[config.mk]
export PLATFORM = sky130hd
export DESIGN_NAME = exc_ctrl
export DESIGN_NICKNAME = d
export VERILOG_FILES = /design/src/rtl/cpu_exc_pkg.sv /design/src/rtl/exc_prio_enc.sv /design/src/rtl/exc_ctrl.sv
export SDC_FILE = /design/constraint.sdc
export NUM_CORES = 1
export LEC_CHECK = 0
export ABC_AREA = 1
export CAP_MARGIN = 20
export CORE_MARGIN = 1.5
export CORE_UTILIZATION = 40
export CTS_BUF_LIST = sky130_fd_sc_hd__clkbuf_4 sky130_fd_sc_hd__clkbuf_8
export DETAILED_ROUTE_END_ITERATION = 8
export PLACE_DENSITY = 0.91
export SKIP_LAST_GASP = 1
export SLEW_MARGIN = 30
export SYNTH_ARGS = -nofsm -noshare
export SYNTH_HDL_FRONTEND = slang
export SYNTH_SLANG_ARGS = --single-unit
[constraint.sdc]
create_clock -name clk -period 5 [get_ports clk]
set_input_delay 0.75 -clock clk [delete_from_list [all_inputs] [get_ports clk]]
set_output_delay 0.75 -clock clk [all_outputs]
set_load 0.02 [all_outputs]
[src/rtl/cpu_exc_pkg.sv]
// Shared definitions for the commit-point exception controller:
// Cause.ExcCode values, mem_exc bit positions, FSM states, handler vector.
package cpu_exc_pkg;

  // Cause.ExcCode values
  localparam logic [4:0] EXC_INT  = 5'd0;
  localparam logic [4:0] EXC_ADEL = 5'd4;
  localparam logic [4:0] EXC_ADES = 5'd5;
  localparam logic [4:0] EXC_SYS  = 5'd8;
  localparam logic [4:0] EXC_BP   = 5'd9;
  localparam logic [4:0] EXC_RI   = 5'd10;
  localparam logic [4:0] EXC_OV   = 5'd12;

  // Bit positions inside mem_exc
  localparam int unsigned EXB_ADEL_IF = 0;
  localparam int unsigned EXB_RI      = 1;
  localparam int unsigned EXB_OV      = 2;
  localparam int unsigned EXB_SYS     = 3;
  localparam int unsigned EXB_BP      = 4;
  localparam int unsigned EXB_ADEL_LD = 5;
  localparam int unsigned EXB_ADES    = 6;

  localparam logic [31:0] EXC_VECTOR_DEFAULT = 32'hBFC00380;

  // Recovery sequencer states; encodings match the legacy design
  typedef enum logic [1:0] {
    ST_IDLE     = 2'd0,
    ST_DRAIN    = 2'd1,
    ST_FLUSH    = 2'd2,
    ST_REDIRECT = 2'd3
  } state_t;

  // Source of the BadVaddr value written on an exception
  typedef enum logic [1:0] {
    BADV_KEEP  = 2'd0,
    BADV_PC    = 2'd1,
    BADV_DADDR = 2'd2
  } badv_sel_t;

endpackage

[src/rtl/exc_prio_enc.sv]
// Priority encoder: picks the single highest-priority event for the MEM
// instruction. Interrupts first, then exceptions in pipeline order, eret last.
module exc_prio_enc
  import cpu_exc_pkg::*;
(
  input  logic       int_req,
  input  logic [6:0] exc,
  input  logic       eret,
  output logic       take,
  output logic       ret,
  output logic [4:0] code,
  output badv_sel_t  bsel
);

  // Fixed-priority selection; any exception masks eret
  always_comb begin
    take = 1'b0;
    ret  = 1'b0;
    code = '0;
    bsel = BADV_KEEP;
    if (int_req) begin
      take = 1'b1;
      code = EXC_INT;
    end else if (exc[EXB_ADEL_IF]) begin
      take = 1'b1;
      code = EXC_ADEL;
      bsel = BADV_PC;
    end else if (exc[EXB_RI]) begin
      take = 1'b1;
      code = EXC_RI;
    end else if (exc[EXB_OV]) begin
      take = 1'b1;
      code = EXC_OV;
    end else if (exc[EXB_SYS]) begin
      take = 1'b1;
      code = EXC_SYS;
    end else if (exc[EXB_BP]) begin
      take = 1'b1;
      code = EXC_BP;
    end else if (exc[EXB_ADEL_LD]) begin
      take = 1'b1;
      code = EXC_ADEL;
      bsel = BADV_DADDR;
    end else if (exc[EXB_ADES]) begin
      take = 1'b1;
      code = EXC_ADES;
      bsel = BADV_DADDR;
    end else if (eret) begin
      ret = 1'b1;
    end
  end

endmodule

[src/rtl/exc_ctrl.sv]
// Commit-point exception/interrupt controller. Detects one event at MEM,
// strobes CP0, then drains memory, flushes the pipeline and redirects fetch.
module exc_ctrl
  import cpu_exc_pkg::*;
#(
  parameter logic [31:0] EXC_VECTOR   = EXC_VECTOR_DEFAULT,
  parameter int unsigned FLUSH_CYCLES = 2
) (
  input  logic        clk,
  input  logic        rstn,
  input  logic        mem_valid,
  input  logic [31:0] mem_pc,
  input  logic        mem_bd,
  input  logic [6:0]  mem_exc,
  input  logic        mem_eret,
  input  logic [31:0] mem_daddr,
  input  logic        mem_busy,
  input  logic        cp0_int,
  input  logic        cp0_exl,
  input  logic [31:0] cp0_epc,
  input  logic [31:0] cp0_badvaddr,
  output logic        exc_take,
  output logic        exc_return,
  output logic [4:0]  exc_code,
  output logic [31:0] exc_epc,
  output logic        exc_bd,
  output logic [31:0] exc_badvaddr,
  output logic        flush,
  output logic        stall_if,
  output logic        redirect_valid,
  output logic [31:0] redirect_pc,
  input  logic        redirect_ready
);

  localparam int unsigned CW = (FLUSH_CYCLES > 1) ? $clog2(FLUSH_CYCLES) : 1;

  state_t        state;
  logic [CW-1:0] cnt;
  logic [CW-1:0] cnt_load;
  logic [31:0]   target;

  logic          detect;
  logic          enc_take;
  logic          enc_ret;
  logic [4:0]    enc_code;
  badv_sel_t     enc_bsel;
  logic          event_hit;

  assign cnt_load = CW'(FLUSH_CYCLES - 1);

  exc_prio_enc u_prio (
    .int_req (cp0_int & ~cp0_exl),
    .exc     (mem_exc),
    .eret    (mem_eret),
    .take    (enc_take),
    .ret     (enc_ret),
    .code    (enc_code),
    .bsel    (enc_bsel)
  );

  // Detection is gated by rstn so every output reads 0 while reset is held
  assign detect    = rstn && (state == ST_IDLE) && mem_valid;
  assign event_hit = exc_take || exc_return;

  // CP0 update strobes and the values written on an exception
  always_comb begin
    exc_take     = detect & enc_take;
    exc_return   = detect & enc_ret;
    exc_code     = '0;
    exc_epc      = '0;
    exc_bd       = 1'b0;
    exc_badvaddr = '0;
    if (exc_take) begin
      exc_code = enc_code;
      exc_bd   = mem_bd;
      exc_epc  = mem_bd ? (mem_pc - 32'd4) : mem_pc;
      unique case (enc_bsel)
        BADV_PC:    exc_badvaddr = mem_pc;
        BADV_DADDR: exc_badvaddr = mem_daddr;
        default:    exc_badvaddr = cp0_badvaddr;
      endcase
    end
  end

  // Pipeline control derived from the current recovery phase
  always_comb begin
    flush          = 1'b0;
    stall_if       = 1'b0;
    redirect_valid = 1'b0;
    redirect_pc    = '0;
    unique case (state)
      ST_IDLE: begin
        flush    = event_hit;
        stall_if = event_hit;
      end
      ST_DRAIN, ST_FLUSH: begin
        flush    = 1'b1;
        stall_if = 1'b1;
      end
      ST_REDIRECT: begin
        stall_if       = 1'b1;
        redirect_valid = 1'b1;
        redirect_pc    = target;
      end
      default: ;
    endcase
  end

  // Recovery sequencer, flush counter and latched redirect target
  always_ff @(posedge clk) begin
    if (!rstn) begin
      state  <= ST_IDLE;
      cnt    <= '0;
      target <= '0;
    end else begin
      unique case (state)
        ST_IDLE: begin
          if (event_hit) begin
            target <= exc_take ? EXC_VECTOR : cp0_epc;
            cnt    <= cnt_load;
            state  <= mem_busy ? ST_DRAIN : ST_FLUSH;
          end
        end
        ST_DRAIN: begin
          if (!mem_busy) begin
            cnt   <= cnt_load;
            state <= ST_FLUSH;
          end
        end
        ST_FLUSH: begin
          if (cnt == '0) state <= ST_REDIRECT;
          else           cnt   <= cnt - 1'b1;
        end
        ST_REDIRECT: begin
          if (redirect_ready) state <= ST_IDLE;
        end
        default: state <= ST_IDLE;
      endcase
    end
  end

endmodule

### Yosys cells after proc, flatten, opt, wreduce, memory -nomap -nowiden

Cells that the tools add are included.

* output and inout bits: 107
* bits in registers: 35
* input bits: 144
* logic and storage cells: 82

* add/sub/neg operators: 2
* muxes and demuxes: 54
* equality and inequality tests: 9
* reductions and logical operators: 10
* bitwise operators: 4

Operators by type and width (number)
* $mux W32: 5
* $pmux W32 S2: 1
* $mux W5: 8
* $sub A32 B3 Y32 const B: 1
* $mux W2: 13
* $mux W1: 22
* $ne A2 B2 Y1 const B: 4
* $pmux W2 S4: 1
* $eq A2 B2 Y1 const B: 3
* $eq A2 B1 Y1 const B: 2
* $pmux W1 S2: 2
* $reduce_and A4 Y1: 1
* $and A1 B1 Y1: 3
* $mux W3: 1
* $pmux W1 S3: 1
* $reduce_and A3 Y1: 1
* $reduce_bool A3 Y1: 1
* $reduce_or A3 Y1: 1
* $logic_and A1 B1 Y1: 2
* $logic_not A2 Y1: 1
* $reduce_and A2 Y1: 1
* $reduce_or A2 Y1: 1
* $logic_or A1 B1 Y1: 1
* $not A1 Y1: 1
* $sub A1 B1 Y1 const B: 1

### Logic depth before layout (Yosys ltp)

Gate-level depths: netlist (run 1).

* word-level depth: 13
* gate-level depth with buffers: 11

### Cells and area by module

From an unflattened synthesis (run 1), not the netlist that was laid out.

* cells, all modules: 656
* area total of the unflattened synthesis: 3568.4 sq um

By module, submodules not included
* exc_ctrl: area an instance 3432.0 sq um, seq. area each 700.7 sq um, instances 1, cells an instance 627
* exc_prio_enc: area an instance 136.4 sq um, seq. area each 0.0 sq um, instances 1, cells an instance 29

### Worst setup path before layout (run 1)

OpenSTA, ideal clock, no wires.

* path kind: input-to-output
* start point: input cp0_exl
* end point: output exc_badvaddr[10]
* stages on the path: 11
* path slack: 1.772 ns
* arrival: 2.478 ns
* data required time: 4.250 ns
* path through: inv_1 -> nand2_1 -> nand2_1 -> nor3_1 -> inv_1 -> ha_1 -> clkbuf_1 -> inv_1 -> clkbuf_1 -> nand2_1 -> a21oi_1

* longest elaborated chain between the ends: 6
* elaborated cells on any way between the ends: 9

Ends and longest elaborated chain
* from (decl): line exc_ctrl.sv:19 `input logic cp0_exl,`
* $not A1 Y1 (*): line exc_ctrl.sv:52 `.int_req (cp0_int & ~cp0_exl),`
* $and A1 B1 Y1 (*): line exc_ctrl.sv:52
* $mux W2: line exc_prio_enc.sv:21 `if (int_req) begin`
* $eq A2 B2 Y1 or $eq A2 B1 Y1 (tied branches): line exc_ctrl.sv:77 `unique case (enc_bsel)`
* $pmux W32 S2: line exc_ctrl.sv:77
* $mux W32 (*): line exc_ctrl.sv:73 `if (exc_take) begin`
* to (decl): line exc_ctrl.sv:27 `output logic [31:0] exc_badvaddr,`

Mark *: on every way between the ends. The rest lies on a longest branch, timed or not.

### Final worst setup path (run 1)

* start point: input cp0_exl
* end point: output exc_badvaddr[14]

Same word-level chain as after synthesis.

==> impl_metrics.csv, run 1 <==
group,metric,value,unit
detailed_routing,wl,13.9,mm
layout,area_delta_synth_final,69.5,%
clock_network,cts_buffer_depth,2,
detailed_routing,viasPerCell,4.93,
timing,tns,0,ns
timing,slew_viol_final,0,
logic_synthesis,syn-instance-count,681,
clock_network,cts_hold_buffers,0,
detailed_routing,drt_iter0_markers,259,
floorplanning,start_util,0.411,
floorplanning,coreArea,0.00915,mm^2
floorplanning,die_width,99.9,um
worst_setup_path,arrival,3.45,ns
placement,hpwlAfterDp,10.8,mm
clock_network,clk_latency,0.29,ns
logic_synthesis,yosysWarnings,0,
layout,fill_cells,794,
global_routing,grt_pass1_vias,4595,
pwr,p_int,0.000900,W
clock_network,cts_resized,0,
worst_setup_path,crit_path_cell_trace,"clkdlybuf4s50_1 > inv_1 > nand2_1 > nand2_1 > nor3_1 > inv_1 > ha_1 > inv_1 > buf_4 > nand2_1 > a21oi_1 > clkdlybuf4s50_1",
clock_network,tritoncts,"yes",
timing,fin_ws,0.805,ns
floorplanning,rows,35,
clock_network,cts.clk_slew.worst_paths,0.07,ns
floorplanning,num_io_pins,251,
status,outcome,"completed",
timing,worst_pin_slew,0.543,ns
placement,place_ws,0.786,ns
logic_synthesis,yosys-mux-area-fraction,0.00266,
detailed_routing,drc,0,
worst_setup_path,endpoint_kind,"output pin",
min_path,min_from,"target[2]",
detailed_routing,vias,5024,
logic_synthesis,synth_top_family_by_area,"simple AND/OR/NAND/NOR gates",
layout,antenna_cells,0,
flow_run,drv_cap,0,
pwr,p_per_area,240,mW/mm^2
worst_setup_path,slowest_delay,0.62,ns
logic_synthesis,synthesis.nets,832,
logic_synthesis,synth-simple-area-share,0.427,
worst_setup_path,critical_path_peak_fanout,32,
logic_synthesis,synthDistinctLibCells,36,
placement,io_buffers,249,
min_path,worstHoldPathType,"reg -> reg",
pwr,seqPwrFrac,0.250,
layout,ff_latch_area,701,um^2
worst_setup_path,cp.required,4.25,ns
pwr,switchingPower,0.000632,W
pwr,comb_power_share,0.576,
layout,final_nets,1059,
logic_synthesis,synthTopCellsByArea,"nand2_1, dfxtp_1, nor2_1",
global_routing,grt_pass1_wl,21.8,mm
worst_setup_path,critical_path.top_delay_family,"buffers and inverters",
logic_synthesis,synth_area,0.00376,mm^2
worst_setup_path,cp_num_buf_inv,6,
layout,multiInputGateArea,0.00249,mm^2
clock_network,cts_sinks,35,
clock_network,post_cts_buffers,0,
layout,layout_commonest_cell,"clkdlybuf4s50_1",
pwr,clock_power_share,0.174,
logic_synthesis,ys_seq_area_frac,0.186,
detailed_routing,drt-pass1-iter-count,5,
timing,rsz0062_at_grt,"false",
logic_synthesis,synth_area_leader_cell,"nand2_1",
layout,layout_common_cells,"clkdlybuf4s50_1, nand2_1, nor2_1, inv_1, a21oi_1",
global_routing,grt_max_degree,53,
timing,hold_violations,0,
logic_synthesis,synth_xor_area_frac,0.00932,
global_routing,grt.overflow.total,0,
worst_setup_path,cpMaxStageDelayCell,"clkdlybuf4s50_1",
clock_network,cts_made_buffers,5,
global_routing,antenna_found_initial,0,
detailed_routing,postRouteAntennaNets,0,
worst_setup_path,rr_startpoint,"state[0]",
timing,finalCriticalPeriod,4.20,ns
timing,maxSlewHeadroom,0.638,
pwr,ir_worst_vdd,0.000150,V
global_routing,grt_util_all_layers,0.267,
floorplanning,die_h,99.9,um
clock_network,htree_levels,2,
pwr,swShare,0.412,
layout,drive_gt1_frac,0.0561,
logic_synthesis,avgSynthCellArea,5.52,um^2
logic_synthesis,synth_top_area_share,0.193,
worst_setup_path,critPathKind,"in -> out",
timing,setup_violations,0,
worst_setup_path,cp-start-kind,"primary input",
detailed_routing,avgRoutedWirePerCell,13.6,um
timing,period_share,0.839,
logic_synthesis,synth-compound-area-share,0.201,
pwr,power.leakage,2.85,nW
floorplanning,die-area,0.00999,mm^2
timing,fmax,238,MHz
clock_network,cts-root-buf,"clkbuf_8",
worst_setup_path,worstSetupStartpoint,"cp0_exl",
logic_synthesis,synthAdderAreaFrac,0.0233,
placement,place_congestion,0.933,
logic_synthesis,synth_seq_cells,35,
timing,fin_worst_skew,0.00844,ns
==> routing by layer <==
metal,track usage,share of wire,up-vias
li1,-,-,2601
met1,0.329,0.42,2205
met2,0.459,0.49,188
met3,0.0571,0.066,30
met4,0.0943,0.029,0
met5,0,0,-
==> kinds of logic (layout without fill, tap and decap cells) <==
family                   Yosys count  in the layout
flip-flops                        35             35
AO/OA/AOI/OAI                    136            136
buffers and inverters            134            362
adder cells (fa/ha/maj)            7              7
other                              1              1
AND/OR/NAND/NOR                  363            363
XOR/XNOR                           4              4
multiplexers                       1              1
==> power by group through the flow <==
stage,logic [W],registers (W),clock network [W]
after global placement,0.000867,0.000385,0
after global routing,0.000968,0.000391,0.000283
final,0.000882,0.000383,0.000266
after detailed placement,0.000879,0.000388,0
after CTS,0.000882,0.000382,0.000270
after floorplan,0.000521,0.000380,0
==> registers in the layout, summed over array words and instances, names as in the netlist <==
name,cells
cnt,1
state,2
target,32
==> layout make-up <==
cell class / instances / area share
timing repair buffer: 258 / 0.402
clock buffer: 6 / 0.0130
clock inverter: 2 / 0.00550
multi-input combinational: 512 / 0.392
sequential: 35 / 0.110
tap: 111 / 0.0218
inverter: 96 / 0.0565
==> synthesized netlist by cell type <==
cell      count
nand2_1     193
nor2_1      109
inv_1        91
a21oi_1      60
o21ai_0      41
dfxtp_1      35
o211ai_1     21
clkbuf_1     20
nand3_1      17
o21ai_1      10
buf_2         9
nand4_1       8
nor3_1        8
ha_1          7
nand3_2       7
buf_6         5
inv_2         5
nor2_2        5
nor2_4        5
xor2_1        4
buf_4         3
nand2_2       3
nor2_8        2
a211oi_1      1
a221oi_1      1
a31oi_1       1
buf_1         1
conb_1        1
mux2i_1       1
nand2_4       1
nand3_4       1
nor3_2        1
nor4_2        1
nor4_4        1
o21bai_4      1
or2_2         1
==> worst reg2reg max path, cell delays in order, from the launching register on <==
cell     delay [ns]
dfxtp_1        0.34
inv_1          0.09
ha_1           0.28
nand3_2        0.14
inv_1          0.11
nand2_2        0.28
nand2_2        0.16
buf_4          0.39
o21ai_0        0.18
a21oi_1        0.13
==> path summary, 6_finish.rpt <==
check                     end  cells past startpoint  slack [ns]
max          exc_badvaddr[14]                     12        0.80
min                 target[2]                      2        0.49
max reg2reg        target[24]                      9        2.83
min reg2reg         target[2]                      2        0.49
==> stage by stage <==
step                hold slack (ns)  total power, W  std cells   util  area, um^2
floorplan                     0.452        0.000901        681      -        3760
global placement              0.462         0.00125       1012  0.683        6250
detailed placement            0.472         0.00127       1012  0.683        6250
CTS                           0.489         0.00153       1020  0.696        6370
global route                  0.515         0.00164       1020  0.696        6370
finish                        0.486         0.00153       1020  0.696        6370
(Power assumes the default switching activity.)
==> run 2: changes to the inputs <==
--- a/config.mk
+++ b/config.mk
@@ -8,10 +8,10 @@
 export ABC_AREA = 1
 export CAP_MARGIN = 20
 export CORE_MARGIN = 1.5
-export CORE_UTILIZATION = 40
+export CORE_UTILIZATION = 34
 export CTS_BUF_LIST = sky130_fd_sc_hd__clkbuf_4 sky130_fd_sc_hd__clkbuf_8
 export DETAILED_ROUTE_END_ITERATION = 8
-export PLACE_DENSITY = 0.91
+export PLACE_DENSITY = 0.82
 export SKIP_LAST_GASP = 1
 export SLEW_MARGIN = 30
 export SYNTH_ARGS = -nofsm -noshare
==> constraint.sdc (replaced) <==
create_clock -name clk -period 3.4 [get_ports clk]
set_input_delay 0.51 -clock clk [delete_from_list [all_inputs] [get_ports clk]]
set_output_delay 0.51 -clock clk [all_outputs]
set_load 0.02 [all_outputs]
==> impl_metrics.csv, run 2 (synthesized netlist as in run 1, its figures left out) <==
group,metric,value,unit
global_routing,grt_pass1_wl,22.0,mm
detailed_routing,viasPerCell,4.72,
pwr,p_per_area,342,mW/mm^2
global_routing,grt_max_degree,64,
timing,period_share,0.950,
global_routing,grt_pass1_vias,4637,
worst_setup_path,arrival,2.72,ns
worst_setup_path,cp-start-kind,"primary input",
worst_setup_path,critPathKind,"in -> out",
detailed_routing,drt_iter0_markers,265,
clock_network,htree_levels,2,
timing,fmax,310,MHz
floorplanning,die_width,108,um
detailed_routing,drt-pass1-iter-count,4,
layout,area_delta_synth_final,77.0,%
layout,layout_common_cells,"clkdlybuf4s50_1, nand2_1, nor2_1, inv_1, a21oi_1",
floorplanning,coreArea,0.0108,mm^2
timing,fin_ws,0.172,ns
worst_setup_path,slowest_delay,0.67,ns
worst_setup_path,cp.required,2.89,ns
clock_network,cts-root-buf,"clkbuf_8",
layout,multiInputGateArea,0.00249,mm^2
floorplanning,die-area,0.0117,mm^2
flow_run,drv_cap,0,
timing,hold_violations,0,
detailed_routing,wl,14.3,mm
pwr,p_total,0.00227,W
placement,place_ws,-0.139,ns
pwr,ir_worst_vdd,0.000198,V
layout,layout_commonest_cell,"clkdlybuf4s50_1",
worst_setup_path,path_common_cell,"clkdlybuf4s50_1",
worst_setup_path,cpMaxStageDelayCell,"clkdlybuf4s50_1",
clock_network,cts_made_buffers,5,
layout,finalCoreUtilization,0.616,
clock_network,cts_hold_buffers,0,
clock_network,cts_sinks,35,
layout,regMostFlops,"target",
pwr,power.leakage,3.26,nW
floorplanning,start_util,0.348,
min_path,hold_path_depth,2,
layout,fill_cells,1032,
detailed_routing,postRouteAntennaNets,0,
timing,fin_worst_skew,0.00559,ns
timing,tns,0,ns
floorplanning,rows,38,
worst_setup_path,crit_path_cell_trace,"clkdlybuf4s50_1 > nor2_2 > buf_4 > nand3_1 > o21bai_4 > inv_2 > o21ai_0 > a21oi_1 > clkdlybuf4s50_1",
layout,finalNonFillerCells,1073,
layout,final_nets,1083,
global_routing,grt.overflow.total,0,
timing,finalCriticalPeriod,3.23,ns
placement,place_congestion,0.918,
layout,largest_reg_flops,32,
status,outcome,"completed",
global_routing,antenna_found_initial,0,
detailed_routing,vias,5063,
layout,largestRegisters,"target x32, state x2, cnt x1",
floorplanning,die_h,108,um
layout,antenna_cells,0,
placement,hpwlAfterDp,11.1,mm
global_routing,grt_util_all_layers,0.231,
layout,ff_latch_area,701,um^2
detailed_routing,drc,0,
timing,slew_viol_final,0,
worst_setup_path,critical_path_peak_fanout,20,
timing,setup_violations,0,
clock_network,cts_buffer_depth,2,
detailed_routing,avgRoutedWirePerCell,13.3,um
placement,dp.cells,1061,
clock_network,tritoncts,"yes",
timing,rsz0062_at_grt,"false",
clock_network,clk_latency,0.28,ns
floorplanning,num_io_pins,251,
clock_network,cts.clk_slew.worst_paths,0.07,ns
worst_setup_path,rr_worst_depth,9,
placement,io_buffers,249,
worst_setup_path,endpoint_kind,"output pin",
layout,drive_gt1_frac,0.0879,
min_path,worstHoldPathType,"reg -> reg",
run 2: changes by cell type in the layout (fill, tap and decap cells not counted):
cell | before | now
dlygate4sd2_1 | 0 | 11
dlymetal6s2s_1 | 0 | 11
buf_12 | 0 | 7
buf_4 | 9 | 25
clkdlybuf4s50_1 | 249 | 206
buf_2 | 0 | 1
clkdlybuf4s15_1 | 0 | 14
clkbuf_2 | 0 | 7
run 2: final timing paths:
path	from	to	slack, ns
worst max-delay path	mem_exc[3]	exc_epc[17]	0.17
worst min-delay path	target[2]	target[2]	0.48
worst max register to register	state[0]	target[22]	1.26
worst min register to register	target[2]	target[2]	0.48
run 2: cell type report:
type | count | area share
Timing Repair Buffer | 282 | 0.421
Multi-Input combinational cell | 512 | 0.375
Sequential cell | 35 | 0.105
Inverter | 96 | 0.0542
Tap cell | 140 | 0.0263
Clock buffer | 6 | 0.0124
Clock inverter | 2 | 0.00527
run 2: routing by layer:
metal  global-route usage  vias to the layer above  wire length (um)  share of wire
li1                     -                     2647                 -              -
met1                0.295                     2252              6370           0.45
met2                0.406                      154              6860           0.48
met3               0.0482                       10               929          0.065
met4               0.0376                        0               136         0.0095
met5                    0                        -                 0              0
run 2: metrics by stage:
| stage | hold WS [ns] | instance area (um^2) |
|---|---|---|
| after floorplan | 0.452 | 3760 |
| after global placement | 0.462 | 6520 |
| after detailed placement | 0.471 | 6520 |
| after CTS | 0.488 | 6590 |
| after global routing | 0.512 | 6650 |
| final | 0.485 | 6650 |
run 2: worst max-delay path, delay by kind of cell:
family,cells,cell delay [ns]
buffers and inverters,4,1.60
and+or+nand+nor,2,0.22
AOI/OAI and AO/OA,3,0.38
run 2: report_power, final:
| part | internal [W] | switching, W |
|---|---|---|
| Clock | 0.000237 | 0.000145 |
| Sequential | 0.000510 | 0.0000535 |
| Combinational | 0.000598 | 0.000730 |
run 2: what timing repair did:
action,4_1_cts,5_1_grt
endpoints found under the setup margin,32,32
endpoints found under the hold margin,0,0
setup buffers,0,4
resized for setup,32,39
pin swaps,0,1
==> run 3: changes to the inputs <==
--- a/config.mk
+++ b/config.mk
@@ -11,6 +11,7 @@
 export CORE_UTILIZATION = 34
 export CTS_BUF_LIST = sky130_fd_sc_hd__clkbuf_4 sky130_fd_sc_hd__clkbuf_8
 export DETAILED_ROUTE_END_ITERATION = 8
+export HOLD_SLACK_MARGIN = 0.02
 export PLACE_DENSITY = 0.82
 export SKIP_LAST_GASP = 1
 export SLEW_MARGIN = 30
==> results of run 3 <==
The final DEF is identical to that of run 2; final timing and power are the same.
